===== config.mk =====
export PLATFORM = sky130hd
export DESIGN_NAME = rsa_decryption
export DESIGN_NICKNAME = d
export VERILOG_FILES = /design/src/rtl/rsa_pkg.sv /design/src/rtl/rsa_modmul.sv /design/src/rtl/rsa_decryption.sv
export SDC_FILE = /design/constraint.sdc
export NUM_CORES = 1
export LEC_CHECK = 0
export CAP_MARGIN = 15
export CORE_ASPECT_RATIO = 0.75
export CORE_MARGIN = 1
export CORE_UTILIZATION = 35
export CTS_BUF_LIST = sky130_fd_sc_hd__clkbuf_2 sky130_fd_sc_hd__clkbuf_4 sky130_fd_sc_hd__clkbuf_8
export DETAILED_ROUTE_END_ITERATION = 8
export GPL_ROUTABILITY_DRIVEN = 0
export HOLD_SLACK_MARGIN = 0.06
export PLACE_DENSITY = 0.49
export SLEW_MARGIN = 20
export SYNTH_ARGS = -nofsm -noshare
export SYNTH_HDL_FRONTEND = slang
export SYNTH_HIERARCHICAL = 1
export SYNTH_SLANG_ARGS = --single-unit

===== constraint.sdc =====
create_clock -name clk -period 15.29 [get_ports clk]
set_input_delay 2.2935 -clock clk [delete_from_list [all_inputs] [get_ports clk]]
set_output_delay 2.2935 -clock clk [all_outputs]
set_load 0.01 [all_outputs]

===== src/rtl/rsa_pkg.sv =====
// Shared definitions for the RSA decryption block.
//  - K_DEF          : default operand width (cipher, d, n, plain)
//  - MODMUL_CYCLES  : cycles per modular multiply (1 launch + K iterations)
//  - state_t        : top-level FSM states
//  - rsa_latency()  : accept-to-out_valid latency of a valid operation
package rsa_pkg;

  localparam int unsigned K_DEF = 8;

  localparam int unsigned MODMUL_CYCLES = K_DEF + 1;

  typedef enum logic [2:0] {
    StIdle  = 3'd0,
    StCheck = 3'd1,
    StSqr   = 3'd2,
    StMul   = 3'd3,
    StErr   = 3'd4,
    StDone  = 3'd5
  } state_t;

  // Accept edge -> CHECK -> 2K multiplies of (K+1) cycles -> DONE.
  function automatic int unsigned rsa_latency(input int unsigned k);
    return 2 * k * (k + 1) + 2;
  endfunction

endpackage


===== src/rtl/rsa_modmul.sv =====
// Interleaved shift-add modular multiplier: p = (a * b) mod n.
// Ports:
//  clk   in  1  clock, rising edge
//  rst   in  1  reset, asynchronous, active-high
//  start in  1  launch a multiply; ignored while one is running
//  a     in  K  multiplicand, must be < n
//  b     in  K  multiplier, scanned MSB first
//  n     in  K  modulus
//  done  out 1  one-cycle pulse, rises K cycles after the start edge
//  p     out K  product, valid while done is high and held until the next result
module rsa_modmul import rsa_pkg::*; #(
  parameter int unsigned K = K_DEF
) (
  input  logic         clk,
  input  logic         rst,
  input  logic         start,
  input  logic [K-1:0] a,
  input  logic [K-1:0] b,
  input  logic [K-1:0] n,
  output logic         done,
  output logic [K-1:0] p
);

  localparam int unsigned CW = $clog2(K + 1);

  logic [K-1:0]  a_q;
  logic [K-1:0]  b_q;
  logic [K-1:0]  n_q;
  logic [K+1:0]  acc_q;
  logic [CW-1:0] cnt_q;
  logic          done_q;
  logic [K-1:0]  p_q;

  logic [K+1:0] n_ext;
  logic [K+1:0] a_ext;
  logic [K+1:0] dbl;
  logic [K+1:0] red1;
  logic [K+1:0] add;
  logic [K+1:0] acc_next;

  // One iteration. acc < n on entry, so 2*acc < 2n and acc + a < 2n:
  // a single conditional subtract after each step restores the invariant.
  always_comb begin
    n_ext    = {2'b00, n_q};
    a_ext    = {2'b00, a_q};
    dbl      = {acc_q[K:0], 1'b0};
    red1     = (dbl >= n_ext) ? (dbl - n_ext) : dbl;
    add      = b_q[K-1] ? (red1 + a_ext) : red1;
    acc_next = (add >= n_ext) ? (add - n_ext) : add;
  end

  // cnt_q counts remaining iterations; zero means idle.
  always_ff @(posedge clk or posedge rst) begin
    if (rst) begin
      a_q    <= '0;
      b_q    <= '0;
      n_q    <= '0;
      acc_q  <= '0;
      cnt_q  <= '0;
      done_q <= 1'b0;
      p_q    <= '0;
    end else begin
      done_q <= 1'b0;
      if (cnt_q != '0) begin
        acc_q <= acc_next;
        b_q   <= b_q << 1;
        cnt_q <= cnt_q - 1'b1;
        if (cnt_q == CW'(1)) begin
          done_q <= 1'b1;
          p_q    <= acc_next[K-1:0];
        end
      end else if (start) begin
        a_q   <= a;
        b_q   <= b;
        n_q   <= n;
        acc_q <= '0;
        cnt_q <= CW'(K);
      end
    end
  end

  assign done = done_q;
  assign p    = p_q;

endmodule


===== src/rtl/rsa_decryption.sv =====
// Receiver-side RSA decryption: plain = cipher^d mod n, constant-time
// left-to-right square-and-multiply over all K exponent bits.
// Ports:
//  clk        in  1  clock, rising edge
//  rst        in  1  reset, asynchronous, active-high
//  in_valid   in  1  cipher/d/n valid
//  in_ready   out 1  block can accept (IDLE only)
//  cipher     in  K  ciphertext
//  d          in  K  private exponent
//  n          in  K  modulus
//  out_valid  out 1  plain/err valid, held until out_ready
//  out_ready  in  1  consumer accepts result
//  plain      out K  recovered plaintext
//  err        out 1  invalid operands (n < 2 or cipher >= n)
//  busy       out 1  exponentiation in progress
module rsa_decryption import rsa_pkg::*; #(
  parameter int unsigned K = K_DEF
) (
  input  logic         clk,
  input  logic         rst,
  input  logic         in_valid,
  output logic         in_ready,
  input  logic [K-1:0] cipher,
  input  logic [K-1:0] d,
  input  logic [K-1:0] n,
  output logic         out_valid,
  input  logic         out_ready,
  output logic [K-1:0] plain,
  output logic         err,
  output logic         busy
);

  localparam int unsigned IW    = (K > 1) ? $clog2(K) : 1;
  localparam logic [IW-1:0] ITop = IW'(K - 1);

  state_t        state_q;
  logic [K-1:0]  c_q;
  logic [K-1:0]  d_q;
  logic [K-1:0]  n_q;
  logic [K-1:0]  r_q;
  logic [IW-1:0] i_q;
  logic          launch_q;
  logic          in_ready_q;
  logic          out_valid_q;
  logic [K-1:0]  plain_q;
  logic          err_q;
  logic          busy_q;

  logic         mm_start;
  logic [K-1:0] mm_a;
  logic [K-1:0] mm_b;
  logic         mm_done;
  logic [K-1:0] mm_p;
  logic [K-1:0] r_next;

  // The multiply result is always computed; the exponent bit only decides
  // whether it is kept, so timing does not depend on d.
  assign r_next = d_q[i_q] ? mm_p : r_q;

  // The next multiply is launched in the same cycle the previous one reports
  // done, with operands forwarded from its result, so each multiply costs
  // exactly K+1 cycles back to back.
  always_comb begin
    mm_start = launch_q;
    mm_a     = r_q;
    mm_b     = r_q;
    if (mm_done) begin
      if (state_q == StSqr) begin
        mm_start = 1'b1;
        mm_a     = mm_p;
        mm_b     = c_q;
      end else if (state_q == StMul && i_q != '0) begin
        mm_start = 1'b1;
        mm_a     = r_next;
        mm_b     = r_next;
      end
    end
  end

  rsa_modmul #(
    .K(K)
  ) u_modmul (
    .clk  (clk),
    .rst  (rst),
    .start(mm_start),
    .a    (mm_a),
    .b    (mm_b),
    .n    (n_q),
    .done (mm_done),
    .p    (mm_p)
  );

  always_ff @(posedge clk or posedge rst) begin
    if (rst) begin
      state_q     <= StIdle;
      c_q         <= '0;
      d_q         <= '0;
      n_q         <= '0;
      r_q         <= '0;
      i_q         <= '0;
      launch_q    <= 1'b0;
      in_ready_q  <= 1'b1;
      out_valid_q <= 1'b0;
      plain_q     <= '0;
      err_q       <= 1'b0;
      busy_q      <= 1'b0;
    end else begin
      launch_q <= 1'b0;
      unique case (state_q)
        StIdle: begin
          if (in_valid && in_ready_q) begin
            c_q        <= cipher;
            d_q        <= d;
            n_q        <= n;
            in_ready_q <= 1'b0;
            busy_q     <= 1'b1;
            state_q    <= StCheck;
          end
        end
        StCheck: begin
          if (n_q < K'(2) || c_q >= n_q) begin
            state_q <= StErr;
          end else begin
            r_q      <= K'(1);
            i_q      <= ITop;
            launch_q <= 1'b1;
            state_q  <= StSqr;
          end
        end
        StSqr: begin
          if (mm_done) begin
            r_q     <= mm_p;
            state_q <= StMul;
          end
        end
        StMul: begin
          if (mm_done) begin
            r_q <= r_next;
            if (i_q == '0) begin
              plain_q     <= r_next;
              err_q       <= 1'b0;
              out_valid_q <= 1'b1;
              busy_q      <= 1'b0;
              state_q     <= StDone;
            end else begin
              i_q     <= i_q - 1'b1;
              state_q <= StSqr;
            end
          end
        end
        StErr: begin
          plain_q     <= '0;
          err_q       <= 1'b1;
          out_valid_q <= 1'b1;
          busy_q      <= 1'b0;
          state_q     <= StDone;
        end
        StDone: begin
          if (out_ready) begin
            out_valid_q <= 1'b0;
            in_ready_q  <= 1'b1;
            state_q     <= StIdle;
          end
        end
        default: begin
          state_q <= StIdle;
        end
      endcase
    end
  end

  assign in_ready  = in_ready_q;
  assign out_valid = out_valid_q;
  assign plain     = plain_q;
  assign err       = err_q;
  assign busy      = busy_q;

endmodule


==> results.json, run 1 <==
{
  "min_from": "err",
  "ant_nets": 0,
  "cts_setup_buffers": 0,
  "post-route-min-period_ps": 6350,
  "path_cells": "inv_1, fa_1, nand3_1, a21oi_2, nor3_1, nor4b_2, mux2_2, ha_1, a211o_1, o2111ai_1, nand2_1, xor2_1, mux2_2, ha_1, a21o_1, a21o_1, a221oi_1, nand2_1, or3_1, mux2i_1, o21ai_1",
  "maxCapViolations": 0,
  "wire_per_inst_um": 17.4,
  "avgSynthCellArea_um2": 10.3,
  "end_kind": "register",
  "ys_seq_elements": 97,
  "start_util_pct": 36.1,
  "holdBufCountCts": 0,
  "skew_ps": 14.3,
  "grt_pass1_wl_um": 24700,
  "holdPathStages": 2,
  "antenna_cells": 0,
  "grt.total_usage_pct": 18.0,
  "ff2ff_path_depth": 21,
  "fp.dieW_um": 155,
  "firstDrtPassIters": 5,
  "rr_endpoint": "u_modmul/p[5]",
  "fp.dieArea_um2": 18000,
  "r2r-start": "u_modmul/n_q[0]",
  "cts_tree": "done",
  "grt_max_degree": 47,
  "fin_tns_setup_ps": 0,
  "cp-start-kind": "register",
  "cts_buffer_depth": 2,
  "hp-class": "register to register",
  "ios": 40,
  "ys_seq_area_share_pct": 39.7,
  "cp.required_ps": 15530,
  "synth_fp_nets": 663,
  "clkTransAtPathRegs_ps": 100,
  "io_buffers": 39,
  "dp_hpwl_um": 11500,
  "period_share_pct": 41.5,
  "holdPathEnd": "err",
  "syn_area_um2": 6120,
  "cts_resized": 0,
  "grt_antenna_before_repair": 0,
  "root_buffer": "clkbuf_8",
  "routed_wl_um": 15000,
  "die_h_um": 117,
  "syn_to_final_growth_pct": 13.6,
  "slowest_delay_ps": 810,
  "worstPathArrival_ps": 6590,
  "synthArstFlopShare_pct": 100,
  "netlist-cell-type-count": 63,
  "synthCells": 597,
  "grt_overflow_total": 0,
  "dp_cells": 848,
  "numCtsBuffers": 9,
  "drc": 0,
  "setup_violations": 0,
  "viasPerCell": 5.30,
  "yosysWarnings": 6,
  "stdcell_count": 864,
  "reg2reg_setup_slack_ps": 8940,
  "slew_violations": 0,
  "worst_slew_pin_slew_ps": 945,
  "core-area_um2": 17000,
  "synth_top_flop_cell": "dfrtp_1",
  "grt_pass1_vias": 4500,
  "timing.fmax_mhz": 157,
  "cts.sinks": 97,
  "drt_iter0_drc": 315,
  "crit_fanout": 12,
  "num_vias": 4583,
  "crit_type": "register to register",
  "outcome": "finished clean",
  "rows": 41,
  "synth-edff-count": 0,
  "finalHoldViolations": 0,
  "maxSlewHeadroom_pct": 36.8,
  "rsz0062_at_grt": "no",
  "nNetsFinal": 689,
  "layout-drive-gt1-share_pct": 15.6,
  "slowest_stage": "nor4b_2",
  "htree_num_levels": 3,
  "clk_latency_ps": 380
}
cell usage in the layout (no fill, tap or decap), types with 13 or more instances in the layout:
cell and n:
a21oi_1 24, clkdlybuf4s50_1 39, dfrtp_1 96, ha_1 35, inv_1 34, mux2_2 36, mux2_4 13, mux2i_1 28
nand2_1 41, nand3_1 21, nor2_1 30, o21ai_0 26, o21ai_1 22
Yosys cell counts (4+ instances only):
| library cell | number | area share (%) |
|---|---|---|
| dfrtp_1 | 96 | 39 |
| nand2_1 | 41 | 2.5 |
| inv_1 | 36 | 2.2 |
| mux2_2 | 36 | 6.6 |
| ha_1 | 35 | 7.2 |
| nor2_1 | 30 | 1.8 |
| mux2i_1 | 28 | 4.6 |
| o21ai_0 | 26 | 2.1 |
| a21oi_1 | 24 | 2.0 |
| o21ai_1 | 22 | 1.8 |
| nand3_1 | 21 | 1.7 |
| clkbuf_1 | 17 | 1.0 |
| mux2_4 | 13 | 3.2 |
| nand2b_1 | 10 | 1.0 |
| o31ai_1 | 10 | 1.2 |
| xnor2_1 | 10 | 1.4 |
| xor2_1 | 10 | 1.4 |
| nand3b_1 | 9 | 1.1 |
| nor3_1 | 9 | 0.74 |
| o211ai_1 | 9 | 1.1 |
| a21o_1 | 8 | 0.98 |
| nor2b_1 | 8 | 0.82 |
| a22oi_1 | 7 | 0.86 |
| buf_2 | 7 | 0.57 |
| o211ai_2 | 7 | 1.4 |
| nand4_1 | 4 | 0.41 |
| o21a_1 | 4 | 0.49 |
| o21ai_2 | 4 | 0.57 |
| o31a_1 | 4 | 0.57 |
per-stage QoR:
step,cell area (um^2),utilization (%),setup WS [ps],hold slack (ps)
CTS,6960,41.0,9000,489
finish,6960,41.0,8940,484
global route,6960,41.0,8470,511
global placement,6720,39.6,9180,464
detailed placement,6720,39.6,9020,464
floorplan,6120,-,10090,457
critical path: cells and delay by family, from the launching register on:
kind	cells	cell delay (ps)
and+or+nand+nor	6	1980
AOI/OAI and AO/OA	7	1340
adders and majority gates	3	1120
muxes	3	1110
DFF	1	400
xor gates and xnor gates	1	150
buffers and inverters	1	100
logic make-up (layout without fill, tap and decap cells):
| group | after synthesis | in the layout | share of synthesized area, % |
|---|---|---|---|
| and+or+nand+nor | 148 | 148 | 12.8 |
| buffers and inverters | 64 | 95 | 4.37 |
| AOI/OAI and AO/OA | 150 | 150 | 17.3 |
| DFF | 97 | 97 | 39.7 |
| muxes | 80 | 80 | 14.9 |
| adders and majority gates | 38 | 38 | 8.13 |
| xor gates and xnor gates | 20 | 20 | 2.86 |
worst max-delay path by stage:
stage / startpoint / endpoint / slack [ps] / depth (start not counted)
5_1_grt: u_modmul/n_q[1] / u_modmul/acc_q[5] / 8470 / 21
3_3_place_gp: u_modmul/n_q[0] / u_modmul/p[0] / 9180 / 21
6_report: u_modmul/n_q[0] / u_modmul/p[5] / 8940 / 21
3_5_place_dp: u_modmul/n_q[0] / u_modmul/p[5] / 9020 / 21
4_1_cts: u_modmul/n_q[1] / u_modmul/p[5] / 9000 / 21
2_1_floorplan: u_modmul/n_q[0] / u_modmul/p[0] / 10090 / 23
registers in the layout (all words and copies together) (netlist names):
name	flops
n_q	8
u_modmul/b_q	8
i_q	3
u_modmul/acc_q	9
plain	8
u_modmul/a_q	8
busy	1
r_q	8
err	1
u_modmul/cnt_q	4
d_q	8
u_modmul/p	8
in_ready	1
u_modmul/n_q	8
state_q	3
launch_q	1
out_valid	1
u_modmul/done	1
c_q	8
layout make-up:
type / instances / area [um^2]
timing repair buffer: 43 / 420
clock buffer: 10 / 138
clock inverter: 6 / 95.1
fill: 1633 / 10000
inverter: 36 / 135
tap: 236 / 295
multi-input combinational: 436 / 3440
sequential: 97 / 2430
routing by layer:
metal,vias up,part of all wire [%],GRT usage (%)
met1,2242,54,27.3
met3,18,5.3,4.34
met5,-,0,0
met2,111,40,25.3
li1,2212,-,-
met4,0,1.3,4.49
Power of run 1 is left out: the tool's default activity adds up to more than one toggle a clock period on the data nets, which glitch-free logic cannot reach.
==> inputs of run 2 (changes only) <==
Settings changed: PLACE_DENSITY 0.49 to 0.51.
Clock period 15.29 ns to 5.1 ns, I/O delays scaled along.
==> run 2 against run 1 <==
Effect of this change: the flow now finishes with violations (setup timing); clock skew down 6.4 ps; via count up 6.2%; global-route usage up 0.86 points; routed wire length up 8.2%; core utilization up 4.3 points; count of clock-buffer cells in the layout down 1; non-clock buffer count up 61; sequential share of layout area down 3.3 points; register-to-register slack worse by 9000 ps.
==> results.json, run 2 (same netlist as run 1, synthesis figures left out) <==
{
  "antenna_cells": 0,
  "outcome": "complete, but fails checks",
  "drc": 0,
  "period_share_pct": 100,
  "clk_latency_ps": 390,
  "firstDrtPassIters": 5,
  "holdBufCountCts": 0,
  "worst_slew_pin_slew_ps": 1000,
  "maxSlewHeadroom_pct": 32.6,
  "maxCapViolations": 0,
  "largest_register": "u_modmul/acc_q",
  "holdWs_ps": 485,
  "clkTransAtPathRegs_ps": 100,
  "rows": 41,
  "fp.dieArea_um2": 18000,
  "grt_overflow_total": 0,
  "end_kind": "register",
  "ios": 40,
  "slew_violations": 0,
  "drt_iter0_drc": 309,
  "cp.required_ps": 5420,
  "core-area_um2": 17000,
  "nNetsFinal": 750,
  "viasPerCell": 5.26,
  "grt.total_usage_pct": 18.8,
  "numCtsBuffers": 9,
  "num_vias": 4868,
  "io_buffers": 39,
  "root_buffer": "clkbuf_8",
  "crit_fanout": 5,
  "ant_nets": 0,
  "regArea_um2": 2430,
  "layout-drive-gt1-share_pct": 29.2,
  "cp-start-kind": "register",
  "syn_to_final_growth_pct": 25.5,
  "setup_violations": 4,
  "layout_commonest_cell": "dfrtp_1",
  "cts.sinks": 97,
  "wire_per_inst_um": 17.6,
  "fill_cells": 1595,
  "multi_input_area_um2": 3750,
  "cts_buffer_depth": 2,
  "largest_reg_flops": 9,
  "utilization_pct": 45.3,
  "setup_slack_ps": -14.6,
  "skew_ps": 7.84,
  "timing.fmax_mhz": 196,
  "violations": "setup timing",
  "rsz0062_at_grt": "yes",
  "grt_pass1_wl_um": 25800,
  "grt_max_degree": 52,
  "start_util_pct": 36.1,
  "dp_hpwl_um": 12100,
  "finalHoldViolations": 0,
  "layout_common_cells": "dfrtp_1, buf_4, nand2_1",
  "post-route-min-period_ps": 5110,
  "fp.dieW_um": 155,
  "die_h_um": 117,
  "worstPathArrival_ps": 5430,
  "grt_antenna_before_repair": 0,
  "hp-class": "register to register",
  "cts_tree": "done",
  "grt_pass1_vias": 4619,
  "routed_wl_um": 16200,
  "crit_type": "register to register",
  "fin_tns_setup_ps": -41.8,
  "htree_num_levels": 3
}
run 2: worst paths after layout:
| check | start | endpoint | slack, ps | cells after the start |
|---|---|---|---|---|
| worst min register to register | err | err | 480 | 2 |
| worst min-delay path | err | err | 480 | 2 |
| worst max register to register | u_modmul/acc_q[0] | u_modmul/p[1] | -10 | 22 |
| max in group asynchronous | rst | plain[5] | 3730 | 3 |
| worst max-delay path | u_modmul/acc_q[0] | u_modmul/p[1] | -10 | 22 |
| min in group asynchronous | rst | u_modmul/n_q[6] | 900 | 3 |
run 2: layout make-up:
type | count | area share (%)
multi-input cells | 436 | 48.8
flip-flops and latches | 97 | 31.6
repair buffers | 104 | 11.5
well taps | 236 | 3.84
inverters | 36 | 1.76
clock buffers | 9 | 1.61
clock inverters | 7 | 0.830
run 2: stage by stage:
| stage | instances | worst slack, ps | area, um^2 |
|---|---|---|---|
| finish | 925 | -14.6 | 7680 |
| global route | 925 | -221 | 7680 |
| CTS | 920 | 13.7 | 7480 |
| detailed placement | 898 | -280 | 7110 |
| global placement | 898 | -180 | 7110 |
| floorplan | 597 | 7.60 | 6140 |
run 2: metal layers:
| layer | vias up | routed length (um) | share of wire, % | global-route usage, % |
|---|---|---|---|---|
| li1 | 2336 | - | - | - |
| met1 | 2395 | 8430 | 52 | 28.6 |
| met2 | 122 | 6770 | 42 | 26.5 |
| met3 | 15 | 847 | 5.2 | 4.56 |
| met4 | 0 | 193 | 1.2 | 4.42 |
| met5 | - | 0 | 0 | 0 |
run 2: critical path, cell delays in order (launching register included):
cell       delay, ps
dfrtp_2          480
fa_2             370
nand3_2          100
a21oi_2           60
nor3_2           230
nor4b_4          240
buf_4            150
mux2_4           320
ha_4             220
a211o_1          290
o2111ai_4        120
nand2_1          100
xor2_1           160
mux2_4           290
ha_4             220
a21o_1           150
a21o_1           180
a221oi_2         310
nand2_1          110
or3_4            360
buf_6            150
mux2_4           310
o21ai_2          110
run 2: timing repair:
| action | 4_1_cts | 5_1_grt |
|---|---|---|
| buffers inserted | 6 | 5 |
| setup endpoints to repair | 16 | 16 |
| pin swaps | 8 | 10 |
| endpoints found under the hold margin | 0 | 0 |
| resized for setup | 26 | 31 |
Power of run 2 is left out for the same reason.
==> inputs of run 3 (changes only) <==
Settings changed: CORE_MARGIN 1 to 4.
==> run 3 against run 2 <==
Effect of this change: the run now ends clean; core utilization increased by 0.52 points; first-iteration DRC count down 19%; design area increased by 1.1%; non-clock buffer count grew 5; via count decreased by 1.9%; clock skew shrank 0.69 ps; cell count increased by 0.43%; critical path depth rose by 2; setup slack improved by 16 ps; register-to-register slack better by 20 ps; count of clock-buffer cells in the layout stayed put; critical path type unchanged; largest cell class unchanged.
==> results.json, run 3 (same netlist as run 1, synthesis figures left out) <==
{
  "start_util_pct": 36.1,
  "end_kind": "register",
  "use_met1_pct": 25.2,
  "largest_reg_flops": 9,
  "syn_to_final_growth_pct": 26.9,
  "r2r-start": "u_modmul/acc_q[0]",
  "grt.total_usage_pct": 17.1,
  "reg2reg_setup_slack_ps": 1,
  "viasPerCell": 5.14,
  "cp-startpoint": "u_modmul/acc_q[0]",
  "fp.dieArea_um2": 19700,
  "ant_nets": 0,
  "post_dp_cell_area_um2": 7130,
  "drt_iter0_drc": 251,
  "skew_ps": 7.15,
  "design_area_um2": 7770,
  "wire_per_inst_um": 17.6,
  "grt_pass1_vias": 4933,
  "nNetsFinal": 755,
  "core-area_um2": 17000,
  "holdBufCountCts": 0,
  "outcome": "finished clean",
  "cts_tree": "done",
  "slew_violations": 0,
  "maxCapViolations": 0,
  "drc": 0,
  "antenna_cells": 0,
  "finalHoldViolations": 0,
  "firstDrtPassIters": 4,
  "timing.fmax_mhz": 196,
  "dp_slack_ps": -262,
  "io_buffers": 39,
  "crit_fanout": 5,
  "hp-class": "register to register",
  "grt_use_met2_pct": 24.5,
  "cp-endpoint": "u_modmul/p[6]",
  "utilization_pct": 45.8,
  "ff2ff_path_depth": 24,
  "largest_register": "u_modmul/acc_q",
  "clkTransAtPathRegs_ps": 100,
  "layout_common_cells": "dfrtp_1, buf_4, nand2_1",
  "maxSlewHeadroom_pct": 45.0,
  "grt_antenna_before_repair": 0,
  "worst_slew_pin_slew_ps": 823,
  "setup_violations": 0,
  "cts.sinks": 97,
  "rr_endpoint": "u_modmul/p[6]",
  "rows": 41,
  "ios": 40,
  "cts_buffer_depth": 2,
  "use_met3_pct": 5.84,
  "cp-start-kind": "register",
  "fp.dieW_um": 161,
  "clk_latency_ps": 380,
  "rsz0062_at_grt": "yes",
  "holdPathStages": 2,
  "grt_overflow_total": 0,
  "post-route-min-period_ps": 5100,
  "dp_hpwl_um": 12200,
  "die_h_um": 123,
  "numCtsBuffers": 9,
  "cp.required_ps": 5350,
  "num_vias": 4774,
  "layout-drive-gt1-share_pct": 30.4,
  "worstPathArrival_ps": 5350,
  "period_share_pct": 100,
  "crit_type": "register to register",
  "routed_wl_um": 16400,
  "root_buffer": "clkbuf_8",
  "setup_slack_ps": 1.15,
  "htree_num_levels": 3,
  "grt.busiest_layer": "met1",
  "grt_pass1_wl_um": 26500,
  "layout_commonest_cell": "dfrtp_1",
  "grt_max_degree": 52
}
-- run 3: cell count changes in the layout (fill, tap and decap cells not counted), sizes merged --
| cell | previous run | this run |
|---|---|---|
| clkinvlp | 2 | 0 |
| inv | 37 | 36 |
| buf | 65 | 70 |
| bufinv | 0 | 1 |
| clkinv | 4 | 5 |
-- run 3: per-layer routing --
layer | up-vias | wire length [um]
met3 | 13 | 1060
met1 | 2316 | 8370
met4 | 0 | 176
met2 | 103 | 6780
met5 | - | 0
li1 | 2342 | -
-- run 3: repair_timing --
action,in CTS,in global routing
gates resized for setup,30,36
buffers inserted,5,8
setup endpoints to repair,16,16
pin swaps,7,13
-- run 3: through the flow --
step           TNS [ps]  cells  hold WS [ps]
2_1_floorplan         0    597           457
4_1_cts               0    921           496
3_5_place_dp      -3400    901           471
3_3_place_gp      -2150    901           460
6_report              0    929           494
5_1_grt           -2460    929           534
-- run 3: final cells by class --
cell class                 instances  area (um^2)
fill                            1590         9210
multi-input combinational        436         3780
sequential                        97         2430
timing repair buffer             109          935
tap                              236          295
inverter                          36          135
clock buffer                       9          124
clock inverter                     6         68.8
-- run 3: worst max-delay path, cell delays in order (launching register included) --
cell and delay, ps:
dfrtp_2 460, fa_2 370, nand3_2 100, a21oi_2 60
nor3_2 230, nor4b_4 310, buf_4 210, mux2_4 330
ha_4 280, buf_6 100, o2111ai_4 130, a31oi_2 210
nor2_1 80, xnor2_1 130, mux2_4 300, ha_4 230
nand4_1 130, inv_2 70, a221oi_4 240, nand2_1 110
or3_4 360, buf_6 140, mux2i_1 170, buf_4 160
o21ai_1 60
-- run 3: worst min-delay path by stage --
stage | end | slack, ps | from
2_1_floorplan | d_q[0] | 460 | d_q[0]
3_3_place_gp | err | 460 | err
3_5_place_dp | err | 470 | err
4_1_cts | err | 500 | err
5_1_grt | d_q[0] | 530 | d_q[0]
6_report | err | 490 | err
Power of run 3 is left out for the same reason.
